[src/rtl/mult_pkg.sv]
// Shared definitions for the sequential 8x8 multiplier datapath:
// controller states, shift codes and datapath widths.
package mult_pkg;

  localparam int unsigned NIBBLE_W = 4;
  localparam int unsigned PP_W     = 8;
  localparam int unsigned PROD_W   = 16;

  localparam logic [1:0] SH0 = 2'b00;
  localparam logic [1:0] SH4 = 2'b01;
  localparam logic [1:0] SH8 = 2'b10;

  typedef enum logic [1:0] {
    IDLE  = 2'b00,
    ACCUM = 2'b01,
    DONE  = 2'b10
  } state_e;

endpackage

[src/rtl/pp_align.sv]
// Partial-product alignment: places the 8-bit product of the shared 4x4
// multiplier at nibble offset 0, 4 or 8 of the 16-bit result, mirroring the
// nibble-selection muxes on the operand side. Code 2'b11 is flagged illegal.
module pp_align
  import mult_pkg::*;
(
  input  logic [7:0]  pp_in,
  input  logic [1:0]  shift_sel,
  output logic [15:0] aligned,
  output logic        legal
);

  // Shift mux; illegal code yields zero and deasserts legal
  always_comb begin
    aligned = '0;
    legal   = 1'b1;
    case (shift_sel)
      SH0:     aligned = {{(PROD_W-PP_W){1'b0}}, pp_in};
      SH4:     aligned = {{(PROD_W-PP_W-NIBBLE_W){1'b0}}, pp_in, {NIBBLE_W{1'b0}}};
      SH8:     aligned = {pp_in, {(PROD_W-PP_W){1'b0}}};
      default: begin
        aligned = '0;
        legal   = 1'b0;
      end
    endcase
  end

endmodule

[src/rtl/pp_accumulator.sv]
// Partial-product accumulator: sums PP_COUNT aligned partial products into a
// 16-bit product register, then holds the result with done set until the
// next start or reset.
// Optional build macro PP_ACCUM_OVF_CHECK_EN adds a sticky carry-out flag
// (ovf); without it ovf is tied low.
module pp_accumulator
  import mult_pkg::*;
#(
  parameter int unsigned PP_COUNT = 4
) (
  input  logic        clk,
  input  logic        reset,
  input  logic        start,
  input  logic [7:0]  pp_in,
  input  logic        pp_valid,
  input  logic [1:0]  shift_sel,
  output logic [15:0] product,
  output logic        busy,
  output logic        done,
  output logic        ovf
);

  state_e              state_q, state_d;
  logic [2:0]          cnt_q, cnt_d;
  logic [2:0]          cnt_inc;
  logic [PROD_W-1:0]   product_q, product_d;
  logic [PROD_W-1:0]   aligned_w;
  logic                legal_w;
  logic [PROD_W-1:0]   acc_sum;
  logic                accept;

  pp_align u_pp_align (
    .pp_in     (pp_in),
    .shift_sel (shift_sel),
    .aligned   (aligned_w),
    .legal     (legal_w)
  );

  assign accept  = (state_q == ACCUM) && !start && pp_valid && legal_w;
  assign cnt_inc = cnt_q + 3'd1;

`ifdef PP_ACCUM_OVF_CHECK_EN
  logic [PROD_W:0] sum_w;
  logic            ovf_q, ovf_d;

  // 17-bit sum so the carry out of bit 15 is visible
  always_comb begin
    sum_w   = {1'b0, product_q} + {1'b0, aligned_w};
    acc_sum = sum_w[PROD_W-1:0];
  end

  // Sticky carry flag, cleared by start
  always_comb begin
    ovf_d = ovf_q;
    if (start)
      ovf_d = 1'b0;
    else if (accept && sum_w[PROD_W])
      ovf_d = 1'b1;
  end

  // Overflow flag register
  always_ff @(posedge clk) begin
    if (reset)
      ovf_q <= 1'b0;
    else
      ovf_q <= ovf_d;
  end

  assign ovf = ovf_q;
`else
  // Plain 16-bit sum; bits above 15 are dropped
  always_comb begin
    acc_sum = product_q + aligned_w;
  end

  assign ovf = 1'b0;
`endif

  // Next state, count and accumulator value
  always_comb begin
    state_d   = state_q;
    cnt_d     = cnt_q;
    product_d = product_q;
    if (start) begin
      state_d   = ACCUM;
      cnt_d     = '0;
      product_d = '0;
    end else if (accept) begin
      product_d = acc_sum;
      cnt_d     = cnt_inc;
      if ({29'd0, cnt_inc} == PP_COUNT)
        state_d = DONE;
    end
  end

  // State, count and accumulator registers
  always_ff @(posedge clk) begin
    if (reset) begin
      state_q   <= IDLE;
      cnt_q     <= '0;
      product_q <= '0;
    end else begin
      state_q   <= state_d;
      cnt_q     <= cnt_d;
      product_q <= product_d;
    end
  end

  assign product = product_q;
  assign busy    = (state_q == ACCUM);
  assign done    = (state_q == DONE);

endmodule

[config.mk]
export PLATFORM = sky130hd
export DESIGN_NAME = pp_accumulator
export DESIGN_NICKNAME = d
export VERILOG_FILES = /design/src/rtl/mult_pkg.sv /design/src/rtl/pp_align.sv /design/src/rtl/pp_accumulator.sv
export SDC_FILE = /design/constraint.sdc
export NUM_CORES = 1
export LEC_CHECK = 0
export BUFFER_PORTS_ARGS = -buffer_cell sky130_fd_sc_hd__buf_4
export CAP_MARGIN = 20
export CORE_MARGIN = 2
export CORE_UTILIZATION = 60
export DETAILED_ROUTE_END_ITERATION = 10
export PLACE_DENSITY = 0.85
export SETUP_SLACK_MARGIN = 0.02
export SYNTH_ARGS = -nofsm -noshare
export SYNTH_HDL_FRONTEND = slang
export SYNTH_SLANG_ARGS = --single-unit
[constraint.sdc]
create_clock -name clk -period 5.6 [get_ports clk]
set_clock_uncertainty 0.2 [all_clocks]
set_input_delay 0.28 -clock clk [delete_from_list [all_inputs] [get_ports clk]]
set_output_delay 0.28 -clock clk [all_outputs]
set_load 0.02 [all_outputs]
---- Word-level counts from Yosys, hierarchy flattened ----
Index checks and enable logic that the tools add are counted.
cells by class
  $add $sub $neg .......................... 2
  $mul .................................... 0
  div/mod/pow operators ................... 0
  $lt $le $gt $ge ......................... 0
  equality and inequality tests ........... 5
  shift operators ......................... 0
  muxes and demuxes ....................... 5
  bitwise operators ....................... 0
  reductions and logical operators ........ 11
operators by type and width
  cell                 number
  $pmux 16 s3          1
  $add 16x16->16       1
  $eq 2x1->1 const B   2
  $eq 2x2->1 const B   2
  $mux 1               4
  $reduce_and 2->1     2
  $reduce_bool 2->1    2
  $add 3x1->3 const B  1
  $eq 3x3->1 const B   1
  $logic_and 1x1->1    3
  $reduce_or 3->1      1
  $logic_not 2->1      1
  $reduce_or 2->1      1
  $logic_not 1->1      1
word-level totals
  flip-flop bits (word level) ............. 21
  latch bits .............................. 0
  RAM bits ................................ 0
  bits in read-only memories .............. 0
  input bits .............................. 14
  output and inout bits ................... 19
  word-level logic and storage cells ...... 27
  memories kept ........................... 0

---- Depth between registers and ports, before layout ----
  depth in word-level cells ............... 6
  mapped depth ............................ 12
  mapped depth without buffers ............ 10

---- By module ----
From an unflattened synthesis, not the netlist that was laid out.
unflattened totals
  cell total of the unflattened synthesis .. 224
  area, all modules ....................... 1816.7 um^2
by module, submodules not included
  module          times used  cells each  area an instance (um^2)
  pp_accumulator  1           199         1637.8
  pp_align        1           25          178.9

---- Worst setup path after synthesis ----
OpenSTA, ideal clock, no wires.
  kind .................................... input to register
  from .................................... input shift_sel[0]
  to ...................................... register product_q[12], in the netlist product[12]
  setup time .............................. 123 ps
  arrival time ............................ 2687 ps
  data required time ...................... 5277 ps
  path slack .............................. 2590 ps
  stages .................................. 11
  cell sequence ........................... clkbuf_1 nor2_1 and2_1 ha_1 fa_1 a21oi_1 o21ai_1 o41a_1 a2111oi_4 mux2i_1 a31oi_1
on the way
  longest elaborated chain between the ends .. 4
ends and longest elaborated chain
  element                                                                 line                   source
  start: declaration                                                      pp_accumulator.sv:16   input logic [1:0] shift_sel,
  parallel branches: the longest is 4 deep, another holds $add 16x16->16  n/a
  end signal: assignment                                                  pp_accumulator.sv:105  product_q <= product_d;
  end: declaration                                                        pp_accumulator.sv:26   logic [PROD_W-1:0] product_q, product_d;
Parallel ways; which one is timed is not known.
A chain may end at the register's enable or synchronous reset.

---- Worst setup path in the final report ----
  from .................................... input shift_sel[0]
  to ...................................... register product_q[15], in the netlist product[15]
Same word-level chain as after synthesis.

==> results_dict.tcl <==
set metrics [dict create \
    place_area_um2 2000 \
    synth_cell_types 53 \
    setup_viol 0 \
    synth_fp_nets 252 \
    seq_power_share_pct 52.2 \
    core_um2 2810 \
    grt_util_met2_pct 38.3 \
    cp_max_fo 8 \
    violations "design-rule violations" \
    place.gp.congestion 0.878 \
    avgRoutedWirePerCell_um 15.2 \
    numClockSinks 21 \
    grt_pass1_vias 1483 \
    io_pins 33 \
    post-route-min-period_ns 2.69 \
    die_w_um 58.9 \
    ys_seq_area_share_pct 23.2 \
    path_cells "buf_4, nor2b_1, a22o_1, ha_1, and2_1, a221o_1, a31oi_1, a21oi_1, o311ai_1, o41ai_1" \
    hold_viol_final 0 \
    setup_slack_ns 2.91 \
    synth_top_cell_by_area "dfxtp_1" \
    place.port_buffers 31 \
    async_reset_ff_share_pct 0 \
    rows 19 \
    drt_iter0_drc 91 \
    post_cts_buffers 0 \
    met3_usage_pct 2.86 \
    die_h_um 58.9 \
    fin_setup_tns_ns 0 \
    ys_top_cells_by_count "nand2_1, a21oi_1, dfxtp_1" \
    cts_root_buf "clkbuf_4" \
    track_usage_pct 25.9 \
    diodes 0 \
    insertion_delay_ns 0.32 \
    combPwrFrac_pct 20.4 \
    ctsResizeCount 0 \
    maxCapViolations 0 \
    fillers 228 \
    hpwl_um 3100 \
    p_int_mw 0.202 \
    synth.top_cell.area_share_pct 23.2 \
    cp-end-kind "register" \
    synth_area_um2 1810 \
    htreeDepth 1 \
    area_growth_pct 13.1 \
    power_density_nw_per_um2 142 \
    grt_pass1_wl_um 6900 \
    antenna_found_initial 0 \
    rsz0062_at_grt "no" \
    start_kind "input pin" \
    netSwitchingPower_mw 0.0883 \
    slew_viol_final 0 \
    routed_wl_um 4200 \
    design_area_um2 2050 \
    via_per_inst 6.08 \
    crit_arrival_ns 2.68 \
    crit_path_top_delay_cell "nor2b_1" \
    slew_headroom_pct 38.0 \
    grt_use_met1_pct 38.9 \
    period_share_pct 48.0 \
    synth.most_common_cell "nand2_1" \
    synth_top_cells_by_area "dfxtp_1, ha_1, a21oi_1" \
    grt_overflow 0 \
    clk_pin_slew_ns 0.13 \
    slowest_delay_ns 0.38 \
    postRouteAntennaNets 0 \
    yosys_warnings 0 \
    crit_required_ns 5.59 \
    hold_path.class "input pin to register" \
    clock_path_buffers 2 \
    drc 5 \
    ys.flop_type "dfxtp_1" \
    vias 1684 \
    synth-edff-count 0 \
    max_freq_mhz 372 \
    floorplan.initialDensity_pct 64.5 \
    worstSetupPathType "input pin to register" \
    drive_above_1_share_pct 18.3 \
    final_net_count 279 \
    outcome "complete, but fails checks" \
    cts_made_buffers 3 \
    tritoncts "yes" \
    peakVddDrop_uv 120 \
    die-area_um2 3470 \
    dp_slack_ns 2.61 \
    grt_max_degree 22 \
    ys_ff_latch 21 \
    switching_share_pct 30.4 \
    syn-instance-count 220 \
    clockPowerShare_pct 27.4 \
    grt_busiest_layer "met1" \
    avgSynthCellArea_um2 8.23 \
    leakagePower_nw 0.909 \
    max_slew.worst_pin.slew_ns 0.925 \
    first_pass_iters 7 \
]
final timing paths:
| kind | startpoint | to | cells past startpoint | slack (ns) |
|---|---|---|---|---|
| worst min register to register | state_q[1] | state_q[1] | 2 | 0.29 |
| worst min-delay path | start | product[15] | 3 | 0.05 |
| worst max register to register | product[0] | product[12] | 8 | 2.92 |
| worst max-delay path | shift_sel[0] | product[15] | 10 | 2.91 |
layout by cell type (no fill, tap or decap), types with 3 or more instances in the layout:
cell type  netlist  routed
a211oi_1         4       4
a21o_1           5       5
a21oi_1         25      25
a22o_1           4       4
a31oi_1          3       3
and2_1           9       9
and3_1           3       3
buf_4            2      31
clkbuf_4         0       3
dfxtp_1         21      21
ha_1            17      17
mux2i_1          5       5
nand2_1         27      27
nand3_1          8       8
nor2_1          15      15
nor2b_1          3       3
o211ai_1         4       4
o21a_1           4       4
o21ai_0          6       6
xnor2_1          6       6
xor2_1           4       4
metrics by stage:
step           hold slack, ns  util, %  total power [mW]  std cells
2_1_floorplan           0.152        -             0.197        220
3_3_place_gp            0.262     71.3             0.211        271
3_5_place_dp            0.265     71.3             0.211        271
4_1_cts                0.0379     73.0             0.291        277
5_1_grt                0.0554     73.0             0.307        277
6_report               0.0452     73.0             0.291        277
what timing repair did:
item                                    in CTS  in global routing
hold buffers                                 2                  0
endpoints found under the setup margin       0                  0
hold endpoints to repair                     1                  0
power groups by stage:
stage               clock, mW  sequential, mW  combinational, mW
finish                 0.0796           0.152             0.0593
global route           0.0905           0.152             0.0647
CTS                    0.0812           0.152             0.0581
detailed placement          0           0.155             0.0565
global placement            0           0.155             0.0562
floorplan                   0           0.156             0.0409
logic make-up (layout without fill, tap and decap cells):
kind of cell             Yosys count  count (layout)  share of synthesized area (%)
multiplexers                       5               5                           2.76
flip-flops                        21              21                           23.2
AO/OA/AOI/OAI                     73              73                           29.5
AND/OR/NAND/NOR                   79              79                           21.6
XOR/XNOR                          10              10                           4.84
adder cells (fa/ha/maj)           18              18                           12.9
other                              1               1                          0.207
buffers and inverters             13              39                           4.97
layout make-up:
class / instances / area, um^2 / area share, %
Timing Repair Buffer: 33 / 253 / 12.3
Multi-Input combinational cell: 186 / 1300 / 63.5
Sequential cell: 21 / 420 / 20.5
Tap cell: 31 / 38.8 / 1.89
Clock inverter: 1 / 5.00 / 0.244
Inverter: 2 / 7.51 / 0.367
Clock buffer: 3 / 22.5 / 1.10
worst max-delay path: cells and delay by family:
| family | cells | cell delay (ns) |
|---|---|---|
| adder cells (fa/ha/maj) | 1 | 0.32 |
| AND/OR/NAND/NOR | 2 | 0.58 |
| buffers and inverters | 1 | 0.15 |
| AO/OA/AOI/OAI | 6 | 1.35 |
metal layers:
metal / part of all wire (%) / wire, um / up-vias
li1: - / - / 864
met1: 50 / 2090 / 758
met2: 43 / 1810 / 55
met3: 5.8 / 243 / 7
met4: 1.3 / 55 / 0
met5: 0 / 0 / -
registers in the layout, summed over array words and instances, names as in the netlist:
register	cells
product	16
state_q	2
cnt_q	3
(Power assumes the default switching activity.)
